**config.mk**
```make
export PLATFORM = sky130hd
export DESIGN_NAME = rf_wb_arbiter
export DESIGN_NICKNAME = d
export VERILOG_FILES = /design/src/rtl/rf_wb_arbiter.sv
export SDC_FILE = /design/constraint.sdc
export NUM_CORES = 1
export LEC_CHECK = 0
export CAP_MARGIN = 20
export CORE_ASPECT_RATIO = 0.9
export CORE_UTILIZATION = 39
export DETAILED_ROUTE_END_ITERATION = 10
export HOLD_SLACK_MARGIN = 0.03
export PLACE_DENSITY = 0.84
export SLEW_MARGIN = 30
export SYNTH_ARGS = -nofsm -noshare
export SYNTH_HDL_FRONTEND = slang
export SYNTH_SLANG_ARGS = --single-unit
```
**constraint.sdc**
```tcl
create_clock -name clk_i -period 2 [get_ports clk_i]
set_input_delay 0.5 -clock clk_i [delete_from_list [all_inputs] [get_ports clk_i]]
set_output_delay 0.5 -clock clk_i [all_outputs]
set_load 0.01 [all_outputs]
```
**src/rtl/rf_wb_arbiter.sv**
```systemverilog
// Register-file writeback arbiter: round-robin ALU/LSU selection, one registered
// write per cycle, and a per-register pending-write scoreboard.
module rf_wb_arbiter #(
  parameter int AWIDTH = 5,
  parameter int DWIDTH = 32
) (
  input  logic                   clk_i,
  input  logic                   rst_i,
  input  logic                   alu_valid_i,
  input  logic [AWIDTH-1:0]      alu_waddr_i,
  input  logic [DWIDTH-1:0]      alu_wdata_i,
  output logic                   alu_ready_o,
  input  logic                   lsu_valid_i,
  input  logic [AWIDTH-1:0]      lsu_waddr_i,
  input  logic [DWIDTH-1:0]      lsu_wdata_i,
  output logic                   lsu_ready_o,
  input  logic                   alloc_en_i,
  input  logic [AWIDTH-1:0]      alloc_addr_i,
  output logic [(1<<AWIDTH)-1:0] busy_o,
  output logic                   rf_wen_o,
  output logic [AWIDTH-1:0]      rf_waddr_o,
  output logic [DWIDTH-1:0]      rf_wdata_o
);

  localparam int NREG = 1 << AWIDTH;

  logic              last_grant_lsu;
  logic              gnt_alu, gnt_lsu, accept;
  logic [AWIDTH-1:0] waddr_p0;
  logic [DWIDTH-1:0] wdata_p0;
  logic              vld_p0;
  logic              vld_p1;
  logic [AWIDTH-1:0] waddr_p1;
  logic [DWIDTH-1:0] wdata_p1;
  logic [NREG-1:0]   busy_q, busy_nxt;

  // Stage 0: grant selection and request mux (combinational)
  always_comb begin
    gnt_alu = 1'b0;
    gnt_lsu = 1'b0;
    if (!rst_i) begin
      if (alu_valid_i && lsu_valid_i) begin
        gnt_alu = last_grant_lsu;
        gnt_lsu = !last_grant_lsu;
      end else begin
        gnt_alu = alu_valid_i;
        gnt_lsu = lsu_valid_i;
      end
    end
    accept   = gnt_alu || gnt_lsu;
    waddr_p0 = gnt_lsu ? lsu_waddr_i : alu_waddr_i;
    wdata_p0 = gnt_lsu ? lsu_wdata_i : alu_wdata_i;
    // x0 writes are consumed but never reach the register file
    vld_p0   = accept && (waddr_p0 != '0);
  end

  assign alu_ready_o = gnt_alu;
  assign lsu_ready_o = gnt_lsu;

  always_ff @(posedge clk_i) begin
    if (rst_i) begin
      last_grant_lsu <= 1'b1;
    end else if (gnt_alu) begin
      last_grant_lsu <= 1'b0;
    end else if (gnt_lsu) begin
      last_grant_lsu <= 1'b1;
    end
  end

  // Stage 1: registered write port toward the register file
  always_ff @(posedge clk_i) begin
    if (rst_i) begin
      vld_p1   <= 1'b0;
      waddr_p1 <= '0;
      wdata_p1 <= '0;
    end else begin
      vld_p1 <= vld_p0;
      if (accept) begin
        waddr_p1 <= waddr_p0;
        wdata_p1 <= wdata_p0;
      end
    end
  end

  assign rf_wen_o   = vld_p1;
  assign rf_waddr_o = waddr_p1;
  assign rf_wdata_o = wdata_p1;

  // Scoreboard: clear on commit, then set so a new allocation overrides the clear
  always_comb begin
    busy_nxt = busy_q;
    if (vld_p1) begin
      busy_nxt[waddr_p1] = 1'b0;
    end
    if (alloc_en_i) begin
      busy_nxt[alloc_addr_i] = 1'b1;
    end
    busy_nxt[0] = 1'b0;
  end

  always_ff @(posedge clk_i) begin
    if (rst_i) begin
      busy_q <= '0;
    end else begin
      busy_q <= busy_nxt;
    end
  end

  assign busy_o = busy_q;

endmodule

```
==> flow_summary_export.csv, run 1 <==
group,metric,value,unit
status,outcome,"finished clean",
run,maxCapViolCount,0,
cts,clk_path_buf_depth,2,
timing,fin_crit,1.91,ns
worst_setup_path,worst-path-max-fanout,29,
yosys,synth_nets,388,
worst_setup_path,cp_cell_sequence,"clkdlybuf4s50_1 > buf_4 > buf_6 > nor3_2 > buf_12 > and2_1 > a221o_1",
yosys,synth_top_cell_by_area,"dfxtp_1",
floorplan,fp.dieW,93.1,µm
cts,htree_levels,3,
yosys,ys.warnings.count,0,
floorplan,start_util,40.7,%
timing,finalSetupTns,0,ns
final_layout,area_delta_synth_final,68.6,%
power_and_ir_drop,ir_drop,388,µV
yosys,synthesis.area,2910,µm²
worst_setup_path,r2r_cells,4,
power_and_ir_drop,power-per-cell-area,700,nW/µm²
final_layout,final_cells,572,
global_route,first_global_vias,3191,
worst_setup_path,slowest_delay,0.53,ns
global_route,grt_pass1_wl,15.5,mm
floorplan,die_h,84.0,µm
place,placed_cell_area,4660,µm²
final_layout,fin_area,4910,µm²
yosys,netlist.area_leader.share,48.2,%
global_route,grt_start_max_net_pins,34,
floorplan,std_cell_rows,29,
global_route,antenna_found_initial,0,
global_route,grt_usage,25.6,%
floorplan,io_pins,156,
yosys,avgSynthCellArea,9.57,µm²
yosys,synth_cell_types,28,
yosys,netlist_instances,304,
worst_hold_path,min_path_type,"reg2reg",
timing,drv_slew,0,
cts,clk_pin_slew,0.07,ns
drt,drt_wl_total,9.90,mm
yosys,synthTopCellsByArea,"dfxtp_1 (48%), a221o_1 (11%), o21ai_0 (11%)",
power_and_ir_drop,p_leak,0.00182,µW
timing,setup_viol,0,
place,portBuffers,154,
timing,skew,0.0108,ns
floorplan,coreArea,7150,µm²
cts,clk_latency,0.34,ns
global_route,gr-usage-met3,6.47,%
timing,max_freq,524,MHz
global_route,grt.overflow.total,0,
final_layout,fill_cells,573,
timing,final_hold_viol_count,0,
worst_setup_path,cp_slowest_cell,"clkdlybuf4s50_1",
place,dpl.cell_count,555,
global_route,grtUsageMet2,43.2,%
timing,rsz0062_at_grt,"false",
drt,routed-via-count,3090,
worst_setup_path,start_kind,"input pin",
place,dp_slack,-0.531,ns
cts,cts_buffers,9,
drt,firstDrtPassIters,4,
final_layout,drive_gt1_share,10.6,%
cts,cts_tree,"done",
worst_setup_path,worstPathRequired,2.22,ns
yosys,ys_seq_area_share,48.2,%
final_layout,nets,558,
drt,wl_per_cell,17.3,µm
place,gp_congestion,0.888,
global_route,grt.busiest_layer,"met2",
place,dp_hpwl,7.34,mm
drt,drc,0,
worst_hold_path,whs_path_depth,2,
worst_setup_path,arrival,2.13,ns
drt,vias_per_cell,5.40,
global_route,grt_use_met1,30.3,%
cts,hold_buffers,0,
yosys,ys_ff_latch,70,
worst_setup_path,crit_type,"in2reg",
final_layout,diodes,0,
cts,cts_root_buffer,"clkbuf_8",
worst_setup_path,end_kind,"flip-flop",
worst_setup_path,reg2reg_slack,0.48,ns
floorplan,dieArea,7810,µm²
drt,first_iter_violations,196,
drt,drt.antenna.violating_nets,0,
cts,clock-sinks,70,
timing,setup_slack,0.0909,ns
timing,post-route-period-util,95.5,%
## worst paths after layout
path	start	to
worst max register to register	rf_waddr_o[4]	busy_o[6]
worst min-delay path	rf_wdata_o[17]	rf_wdata_o[17]
worst min register to register	rf_wdata_o[17]	rf_wdata_o[17]
worst max-delay path	rst_i	rf_wdata_o[31]
## kinds of logic (layout without fill, tap and decap cells)
| family | Yosys count | in the layout | share of synthesized area, % |
|---|---|---|---|
| DFF | 70 | 70 | 48.2 |
| and+or+nand+nor | 107 | 107 | 23.2 |
| buffers and inverters | 18 | 193 | 3.40 |
| other | 1 | 1 | 0.129 |
| AOI/OAI and AO/OA | 108 | 108 | 25.2 |
## repair_timing
item,in CTS,in global routing
pin swaps,2,0
setup buffers,1,0
cloned,0,0
setup endpoints to repair,2,31
resized for setup,15,1
hold endpoints to repair,0,0
## cells in the final DEF, fill, tap and decap left out, drive strengths merged, types with 6 or more instances in the layout
cell / netlist / final
dfxtp: 70 / 70
clkdlybuf4s50: 0 / 150
nand3b: 8 / 8
or3b: 6 / 6
and2: 27 / 27
a221o: 32 / 32
nor2b: 32 / 32
o21ai: 63 / 63
nand2: 10 / 10
buf: 11 / 25
clkbuf: 7 / 11
## worst max-delay path, delay by kind of cell
kind	cells	cell delay, ns
and+or+nand+nor	2	0.27
buffers and inverters	4	1.08
AOI/OAI and AO/OA	1	0.26
## state kept, by name, indices dropped and copies added, names as in the netlist
signal / count
busy_o: 31
last_grant_lsu: 1
rf_waddr_o: 5
rf_wdata_o: 32
rf_wen_o: 1
## Yosys cell counts
library cell,n
nor2_2,1
nor2b_1,32
or3b_2,6
nor2_1,3
nor3b_1,1
and2_1,27
dfxtp_1,70
a221o_1,32
conb_1,1
buf_2,7
nand2_1,10
a21boi_2,1
o21bai_1,1
buf_4,2
nand3_1,3
o21ai_0,63
nor3_1,4
a22o_1,1
nand4bb_1,1
a21oi_1,5
nand2b_1,3
nor4b_1,5
clkbuf_1,7
or3_1,2
nand4b_1,1
nand3b_1,8
buf_6,2
a32oi_1,5
## cell type report
cell class | instances | area (µm²) | area share [%]
timing repair buffer | 177 | 1720 | 35.1
multi-input combinational | 216 | 1440 | 29.4
sequential | 70 | 1400 | 28.6
clock buffer | 11 | 141 | 2.88
tap | 93 | 116 | 2.37
clock inverter | 5 | 82.6 | 1.68
## stage by stage
stage	total power, µW	util [%]	hold slack [ns]
2_1_floorplan	1760	-	0.476
3_3_place_gp	2160	65.2	0.442
3_5_place_dp	2180	65.2	0.446
4_1_cts	3460	68.6	0.458
5_1_grt	3580	68.7	0.482
6_report	3440	68.7	0.455
## power by group
part | switching [µW] | leakage [µW] | total [µW] | internal, µW
Clock | 537 | 0.000113 | 1280 | 739
Combinational | 252 | 0.00113 | 643 | 390
Sequential | 45.9 | 0.000574 | 1520 | 1470
## metal layers
layer	wire length [µm]	part of all wire, %
met1	4000	40
met2	4870	49
met3	745	7.5
met4	286	2.9
met5	0	0
Power figures use the tool's default switching activity.
==> run 2, diff against run 1 <==
CORE_UTILIZATION = 42   (was 39)
HOLD_SLACK_MARGIN = 0.15   (was 0.03)
PLACE_DENSITY = 0.89   (was 0.84)
clock period = 2.3 ns   (was 2 ns; I/O delays follow)
==> flow_summary_export.csv, run 2 (synthesis results as in run 1) <==
group,metric,value,unit
status,outcome,"finished clean",
worst_setup_path,worstPathRequired,1.73,ns
cts,clk_pin_slew,0.07,ns
worst_setup_path,crit_type,"in2out",
power_and_ir_drop,power,2820,µW
worst_setup_path,start_kind,"input pin",
final_layout,drive_gt1_share,8.90,%
cts,hold_buffers,0,
global_route,antenna_found_initial,0,
timing,fin_crit,2.19,ns
timing,rsz0062_at_grt,"false",
worst_setup_path,end_kind,"primary output",
global_route,grt_usage,26.3,%
global_route,first_global_vias,3014,
power_and_ir_drop,ir_drop,460,µV
drt,firstDrtPassIters,4,
timing,post-route-period-util,95.4,%
global_route,grt.overflow.total,0,
cts,cts_root_buffer,"clkbuf_8",
drt,first_iter_violations,177,
final_layout,nets,551,
timing,timing.hold.ws,0.473,ns
final_layout,fill_cells,480,
timing,setup_viol,0,
global_route,grt_start_max_net_pins,48,
final_layout,diodes,0,
power_and_ir_drop,power-per-cell-area,587,nW/µm²
final_layout,layout.cells.most_common_list,"clkdlybuf4s50_1 (151), dfxtp_1 (70), o21ai_0 (63), a221o_1 (32), nor2b_1 (31)",
cts,clock-sinks,70,
timing,setup_slack,0.107,ns
final_layout,mostFrequentLayoutCell,"clkdlybuf4s50_1",
run,maxCapViolCount,0,
drt,drt_wl_total,9.49,mm
worst_setup_path,r2r_start,"rf_waddr_o[4]",
worst_setup_path,r2r-end,"busy_o[19]",
final_layout,multi_input_area,1430,µm²
timing,max_freq,456,MHz
final_layout,fin_util,72.5,%
drt,vias_per_cell,5.38,
cts,cts_tree,"done",
worst_setup_path,worst-path-max-fanout,3,
place,portBuffers,154,
drt,wl_per_cell,16.9,µm
power_and_ir_drop,p_leak,0.00176,µW
floorplan,fp.dieW,89.7,µm
worst_setup_path,arrival,1.62,ns
cts,clk_latency,0.35,ns
drt,drc,0,
floorplan,start_util,44.0,%
place,gp_congestion,0.921,
floorplan,io_pins,156,
worst_hold_path,min_path_type,"reg2reg",
final_layout,largest_reg_flops,32,
global_route,grt_pass1_wl,14.9,mm
timing,skew,0.00854,ns
timing,final_hold_viol_count,0,
timing,finalSetupTns,0,ns
floorplan,die_h,81.0,µm
floorplan,dieArea,7270,µm²
worst_setup_path,crit_path_end,"alu_ready_o",
worst_setup_path,reg2reg_slack,0.83,ns
timing,drv_slew,0,
cts,cts_buffers,9,
cts,clk_path_buf_depth,2,
place,dp_slack,-0.465,ns
cts,htree_levels,3,
worst_setup_path,r2r_cells,4,
floorplan,std_cell_rows,28,
final_layout,area_delta_synth_final,64.9,%
drt,drt.antenna.violating_nets,0,
floorplan,coreArea,6620,µm²
final_layout,regArea,1400,µm²
worst_setup_path,setup.worst_path.start,"lsu_valid_i",
drt,routed-via-count,3021,
place,dp_hpwl,6.67,mm
-- run 2: cell count changes in the layout (fill, tap and decap cells not counted), sizes merged --
| cell | change |
|---|---|
| clkdlybuf4s50 | +1 |
| clkinvlp | +1 |
| clkinv | -1 |
| dlygate4sd2 | -1 |
| buf | -8 |
| bufinv | -1 |
| clkbuf | +2 |
-- run 2: report_power, final --
part | internal [µW] | switching [µW]
logic | 332 | 213
clock network | 499 | 451
registers | 1280 | 41.9
-- run 2: through the flow --
stage | instances | cell area, µm²
3_3_place_gp | 544 | 4600
6_report | 562 | 4800
2_1_floorplan | 304 | 2910
3_5_place_dp | 544 | 4600
5_1_grt | 562 | 4800
4_1_cts | 562 | 4790
-- run 2: worst max-delay path, cell delays in order --
cell	delay (ns)
clkdlybuf4s50_1	0.41
a21boi_2	0.17
buf_4	0.17
nor3_4	0.15
buf_6	0.14
-- run 2: layout make-up --
type	count	area share, %
Clock inverter	4	0.991
Tap cell	90	2.35
Multi-Input combinational cell	216	29.9
Sequential cell	70	29.2
Timing Repair Buffer	170	34.8
Clock buffer	12	2.82
-- run 2: routing by layer --
metal | GRT usage, % | vias to the layer above | wire (µm)
li1 | - | 1451 | -
met1 | 31.9 | 1424 | 3960
met2 | 44.5 | 133 | 4670
met3 | 8.24 | 13 | 678
met4 | 9.18 | 0 | 181
met5 | 0 | - | 0
-- run 2: worst min path at each step --
stage | startpoint | endpoint | slack (ns) | cells after the start
finish | rf_wdata_o[17] | rf_wdata_o[17] | 0.47 | 2
global route | rf_wdata_o[6] | rf_wdata_o[6] | 0.49 | 2
CTS | rf_wdata_o[17] | rf_wdata_o[17] | 0.47 | 2
detailed placement | rf_wdata_o[17] | rf_wdata_o[17] | 0.46 | 2
global placement | rf_wdata_o[23] | rf_wdata_o[23] | 0.45 | 2
floorplan | rf_wdata_o[0] | rf_wdata_o[0] | 0.48 | 2
-- run 2: what timing repair did --
item | CTS | global route
buffers inserted | 2 | 0
resized for setup | 7 | 4
pin swaps | 1 | 1
endpoints found under the setup margin | 2 | 2
==> run 3, diff against run 2 <==
CORE_MARGIN = 3   (was not set)
SETUP_SLACK_MARGIN = 0.2   (was not set)
==> flow_summary_export.csv, run 3 (synthesis results as in run 1) <==
group,metric,value,unit
status,outcome,"finished clean",
worst_setup_path,cp.buffers_inverters,3,
floorplan,std_cell_rows,28,
place,gp_congestion,0.891,
power_and_ir_drop,p_leak,0.00177,µW
worst_setup_path,cp_cell_sequence,"dlygate4sd2_1 > buf_4 > nor2_2 > nor3_2 > buf_2",
global_route,grt_usage,23.8,%
worst_setup_path,worstPathRequired,1.73,ns
cts,clk_path_buf_depth,2,
cts,clock-sinks,70,
timing,drv_slew,0,
drt,firstDrtPassIters,4,
final_layout,fin_area,4820,µm²
global_route,antenna_found_initial,0,
timing,skew,0.00586,ns
global_route,first_global_vias,3020,
drt,drc,0,
worst_setup_path,cp_slowest_cell,"dlygate4sd2_1",
global_route,grt.overflow.total,0,
floorplan,coreArea,6660,µm²
timing,post-route-period-util,88.1,%
final_layout,drive_gt1_share,9.17,%
worst_setup_path,start_kind,"input pin",
power_and_ir_drop,power-per-cell-area,615,nW/µm²
final_layout,area_delta_synth_final,65.7,%
timing,finalSetupTns,0,ns
worst_hold_path,min_path_type,"reg2reg",
global_route,grt_pass1_wl,14.9,mm
place,portBuffers,154,
floorplan,dieArea,7970,µm²
worst_setup_path,arrival,1.45,ns
final_layout,layout.cells.most_common_list,"clkdlybuf4s50_1 (150), dfxtp_1 (69), o21ai_0 (63), a221o_1 (32), nor2b_1 (31)",
cts,cts_root_buffer,"clkbuf_8",
worst_setup_path,slowest_delay,0.28,ns
timing,fin_crit,2.03,ns
cts,cts_tree,"done",
floorplan,start_util,43.7,%
final_layout,fill_cells,512,
run,maxCapViolCount,0,
power_and_ir_drop,power,2970,µW
cts,clk_latency,0.34,ns
power_and_ir_drop,ir_drop,472,µV
worst_setup_path,crit_type,"in2out",
final_layout,diodes,0,
cts,clk_pin_slew,0.08,ns
timing,max_freq,493,MHz
cts,cts_buffers,9,
drt,vias_per_cell,5.45,
final_layout,largest_reg_flops,32,
worst_setup_path,worst-path-max-fanout,4,
floorplan,fp.dieW,93.7,µm
drt,wl_per_cell,17.1,µm
drt,drt_wl_total,9.56,mm
drt,first_iter_violations,251,
place,placed_cell_area,4580,µm²
global_route,grt_start_max_net_pins,34,
timing,setup_viol,0,
floorplan,io_pins,156,
final_layout,fin_util,72.5,%
final_layout,nets,548,
floorplan,die_h,85.0,µm
final_layout,mostFrequentLayoutCell,"clkdlybuf4s50_1",
timing,rsz0062_at_grt,"false",
timing,final_hold_viol_count,0,
cts,htree_levels,3,
place,dp_hpwl,7.06,mm
worst_setup_path,critPathTopFamily,"buffers and inverters",
cts,hold_buffers,0,
drt,routed-via-count,3046,
drt,drt.antenna.violating_nets,0,
worst_setup_path,end_kind,"primary output",
## run 3: timing repair
item	in CTS	in global routing
endpoints found under the setup margin	2	20
pin swaps	0	1
resized for setup	13	2
setup buffers	1	0
## run 3: worst min-delay path, delay by kind of cell, from the launching register on
kind / cells / cell delay, ns
compound gates: 1 / 0.05
flops: 1 / 0.32
simple gates: 1 / 0.05
## run 3: final timing paths
path | start | endpoint | slack [ns] | cells past startpoint
max | alu_valid_i | alu_ready_o | 0.27 | 5
max reg2reg | last_grant_lsu | rf_wdata_o[28] | 0.77 | 5
min reg2reg | rf_wdata_o[23] | rf_wdata_o[23] | 0.46 | 2
min | rf_wdata_o[23] | rf_wdata_o[23] | 0.46 | 2
## run 3: layer usage
layer	vias to the layer above	GRT usage [%]	share of wire (%)
met4	0	10.5	3.4
met1	1439	27.0	38
met2	128	41.1	51
met5	-	0	0
li1	1450	-	-
met3	29	7.09	7.8
## run 3: final cells by class
class	count	area [µm²]	area share (%)
clock buffer	9	124	2.57
clock inverter	7	97.6	2.02
multi-input combinational	216	1440	29.9
sequential	70	1400	29.1
tap	90	113	2.33
timing repair buffer	167	1650	34.1
## run 3: power by group
part           leakage (µW)  switching (µW)  internal [µW]
registers          0.000575            41.8           1280
logic               0.00109             212            328
clock network      0.000106             490            614
## run 3: per-stage QoR
stage,instances,hold WS [ns],worst slack (ns)
floorplan,304,0.476,0.373
global route,559,0.484,0.212
global placement,542,0.439,-0.285
CTS,559,0.457,0.214
detailed placement,542,0.446,-0.299
finish,559,0.456,0.273
==> variant, RTL diff (config.mk and constraints of run 3) <==
Make the reset (`rst_i`) asynchronous in 3 clocked blocks.
--- a/src/rtl/rf_wb_arbiter.sv
+++ b/src/rtl/rf_wb_arbiter.sv
@@ -58,5 +58,5 @@
   assign lsu_ready_o = gnt_lsu;
 
-  always_ff @(posedge clk_i) begin
+  always_ff @(posedge clk_i or posedge rst_i) begin
     if (rst_i) begin
       last_grant_lsu <= 1'b1;
@@ -69,5 +69,5 @@
 
   // Stage 1: registered write port toward the register file
-  always_ff @(posedge clk_i) begin
+  always_ff @(posedge clk_i or posedge rst_i) begin
     if (rst_i) begin
       vld_p1   <= 1'b0;
@@ -99,5 +99,5 @@
   end
 
-  always_ff @(posedge clk_i) begin
+  always_ff @(posedge clk_i or posedge rst_i) begin
     if (rst_i) begin
       busy_q <= '0;
Behaviour: differs if rst_i is asserted again (counterexample within 4 cycles, from zero or initial values and one cycle with rst_i high); with rst_i held inactive, the same outputs for 10 cycles.
==> variant against run 3 <==
Sequential share of layout area up 4.6 points. Die area grew 11%. Synthesized cell count grew 15%. Routed wire length up 11%. Cell area increased by 8.0%. Count of clock-buffer cells in the layout grew 1. Area after synthesis is 11% higher. Worst setup slack worse by 0.043 ns. Sequential cell count unchanged. Largest cell class is now registers. Highest routed layer unchanged.
Power is not compared: it rests on default switching activity, and its combinational part moved more than twofold at a synthesized area within 25%.
==> variant: results (changes against run 3) <==
| Metric | Value |
|---|---|
| Max VDD drop | `0.000387 V` |
| Xor/xnor share of the synthesized area | `0% (unchanged)` |
| Compound-cell area share of the yosys netlist | `23.6% (-1.5 points)` |
| Largest net degree at the start of global routing | `41 (+21%)` |
| Via count of the first global-routing pass | `3507 (+16%)` |
| GRT met3 Usage | `10.8% (+3.8 points)` |
| Gates resized, CTS repair | `8 (-5)` |
| Number of nets in the synthesized netlist | `434 (+12%)` |
| Antenna violations before repair | `0 (unchanged)` |
| Count of warnings emitted by yosys | `0 (unchanged)` |
| Crit Path Max Fanout | `3 (-1)` |
| Clock root buffer master | `clkbuf_8` |
| Design internal power | `0.00335 W` |
| Synth Area in Adders | `0% (unchanged)` |
| Maximum root-to-sink buffer count | `2 (unchanged)` |
| Commonest cells in the synthesized netlist | `o21ai_0 (79), dfrtp_1 (69), nand3_1 (40), nor2_1 (39), a31oi_1 (36)` |
| Distinct cells, synth | `27 (-3.6%)` |
| Pre-CTS WS | `-0.166 ns (+0.133 ns)` |
| DR vias/cell | `5.73 (+5.2%)` |
| Drt first-iter violations | `179 (-29%)` |
| Number of detailed-routing iterations run before antenna repair | `7 (+3)` |
| Routed wire length | `10600 um (+11%)` |
| # port buffers | `154 (unchanged)` |
| Flip-flop count of the largest register, all copies and words added | `32 (unchanged)` |
| Post-synth top flop | `dfrtp_1` |
| Post-CTS repair timing setup buffer count | `0 (-1)` |
| Largest stage delay, worst path | `0.46 ns (+0.18 ns)` |
| Clk pwr share | `27.3%` |
| Share of cell area taken by muxes after synthesis | `0% (unchanged)` |
| Antenna cells | `0 (unchanged)` |
| DPL Wire Length | `7860 um (+11%)` |
| Clock transition at the register clock pins on the worst setup and hold paths after CTS | `0.07 ns` |
| Leading post-synthesis cells by cell area | `dfrtp_1 (53%), o21ai_0 (12%), a31oi_1 (6.9%)` |
| Worst Skew | `0.00636 ns (+0.000501 ns)` |
| Combined global-route utilization of all metal layers | `24.6% (+0.79 points)` |
| Met1 routing resource usage after global routing | `27.7% (+0.78 points)` |
| Share of final-layout standard cells stronger than drive strength 1 | `8.38% (-0.79 points)` |
| Tightest Hold Check Type | `flop to flop` |
| Async S/R FF share, synth | `100% (+100 points)` |
| Num CTS Buffers | `9 (unchanged)` |
| Data arrival time at the worst-slack endpoint | `1.49 ns (+0.04 ns)` |
| Fraction of the yosys area taken by sequential cells | `54.1% (+5.9 points)` |
| Met2 track demand over resource in global routing | `42.5% (+1.3 points)` |
| Launch point of the worst hold path | `last_grant_lsu$_DFFE_PP1P_` |
| Total number of nets in the final design | `592 (+8.0%)` |
| Run status | `complete, no violations` |
| Crit path from | `rst_i` |
| H-tree depth reported by CTS | `3 (unchanged)` |
| Wire length of the first global-routing pass | `17000 um (+14%)` |
| Count of filler cells inserted in the layout | `558 (+9.0%)` |
| Reg-to-reg critical path startpoint | `last_grant_lsu$_DFFE_PP1P_` |
| Seq pwr share | `37.7%` |
| Worst-skew pair later-pin latency | `0.34 ns (about the same)` |
| Leakage power | `1.97 nW` |
| Routability cong. | `0.846 (-5.0%)` |
| Critical path's slowest cell | `clkdlybuf4s50_1` |
-- variant: cell count changes in the layout (fill, tap and decap cells not counted), moves of 21 or more --
cell and delta:
a221o_1 -32, a31oi_1 +36, and2_1 -26, dfrtp_1 +69, dfxtp_1 -69, nand3_1 +37, nor2_1 +36, nor2b_1 -30
o21ai_1 +21
-- variant: layout make-up --
cell class                      count  share of cell area [%]
Tap cell                           93                    2.23
Multi-Input combinational cell    254                    25.9
Timing Repair Buffer              172                    33.0
Clock inverter                      6                    2.57
Clock buffer                       10                    2.45
Sequential cell                    70                    33.7
Inverter                            1                   0.144
-- variant: final timing paths --
path / to / slack, ns / depth (start not counted)
worst max-delay path: alu_ready_o / 0.23 / 4
worst min-delay path: last_grant_lsu$_DFFE_PP1P_ / 0.51 / 2
worst max register to register: rf_wdata_o[22]$_DFFE_PP0P_ / 0.82 / 4
worst min register to register: last_grant_lsu$_DFFE_PP1P_ / 0.51 / 2
max in group asynchronous: rf_wdata_o[4]$_DFFE_PP0P_ / 1.01 / 4
min in group asynchronous: rf_wdata_o[17]$_DFFE_PP0P_ / 0.77 / 3
-- variant: layer usage --
layer / wire, um / vias up
li1: - / 1593
met5: 0 / -
met2: 5300 / 192
met4: 124 / 0
met1: 4000 / 1674
met3: 1190 / 14
-- variant: through the flow --
step,instances,total power [W],util (%),instance area (um2)
5_1_grt,606,0.00500,71.8,5210
4_1_cts,606,0.00477,71.7,5200
3_5_place_dp,590,0.00348,68.1,4940
2_1_floorplan,350,0.00240,-,3250
3_3_place_gp,590,0.00340,68.1,4940
6_report,606,0.00476,71.8,5210
-- variant: worst max-delay path, delay by kind of cell --
| kind | cells | cell delay (ns) |
|---|---|---|
| simple gates | 2 | 0.31 |
| buf+inv | 2 | 0.61 |
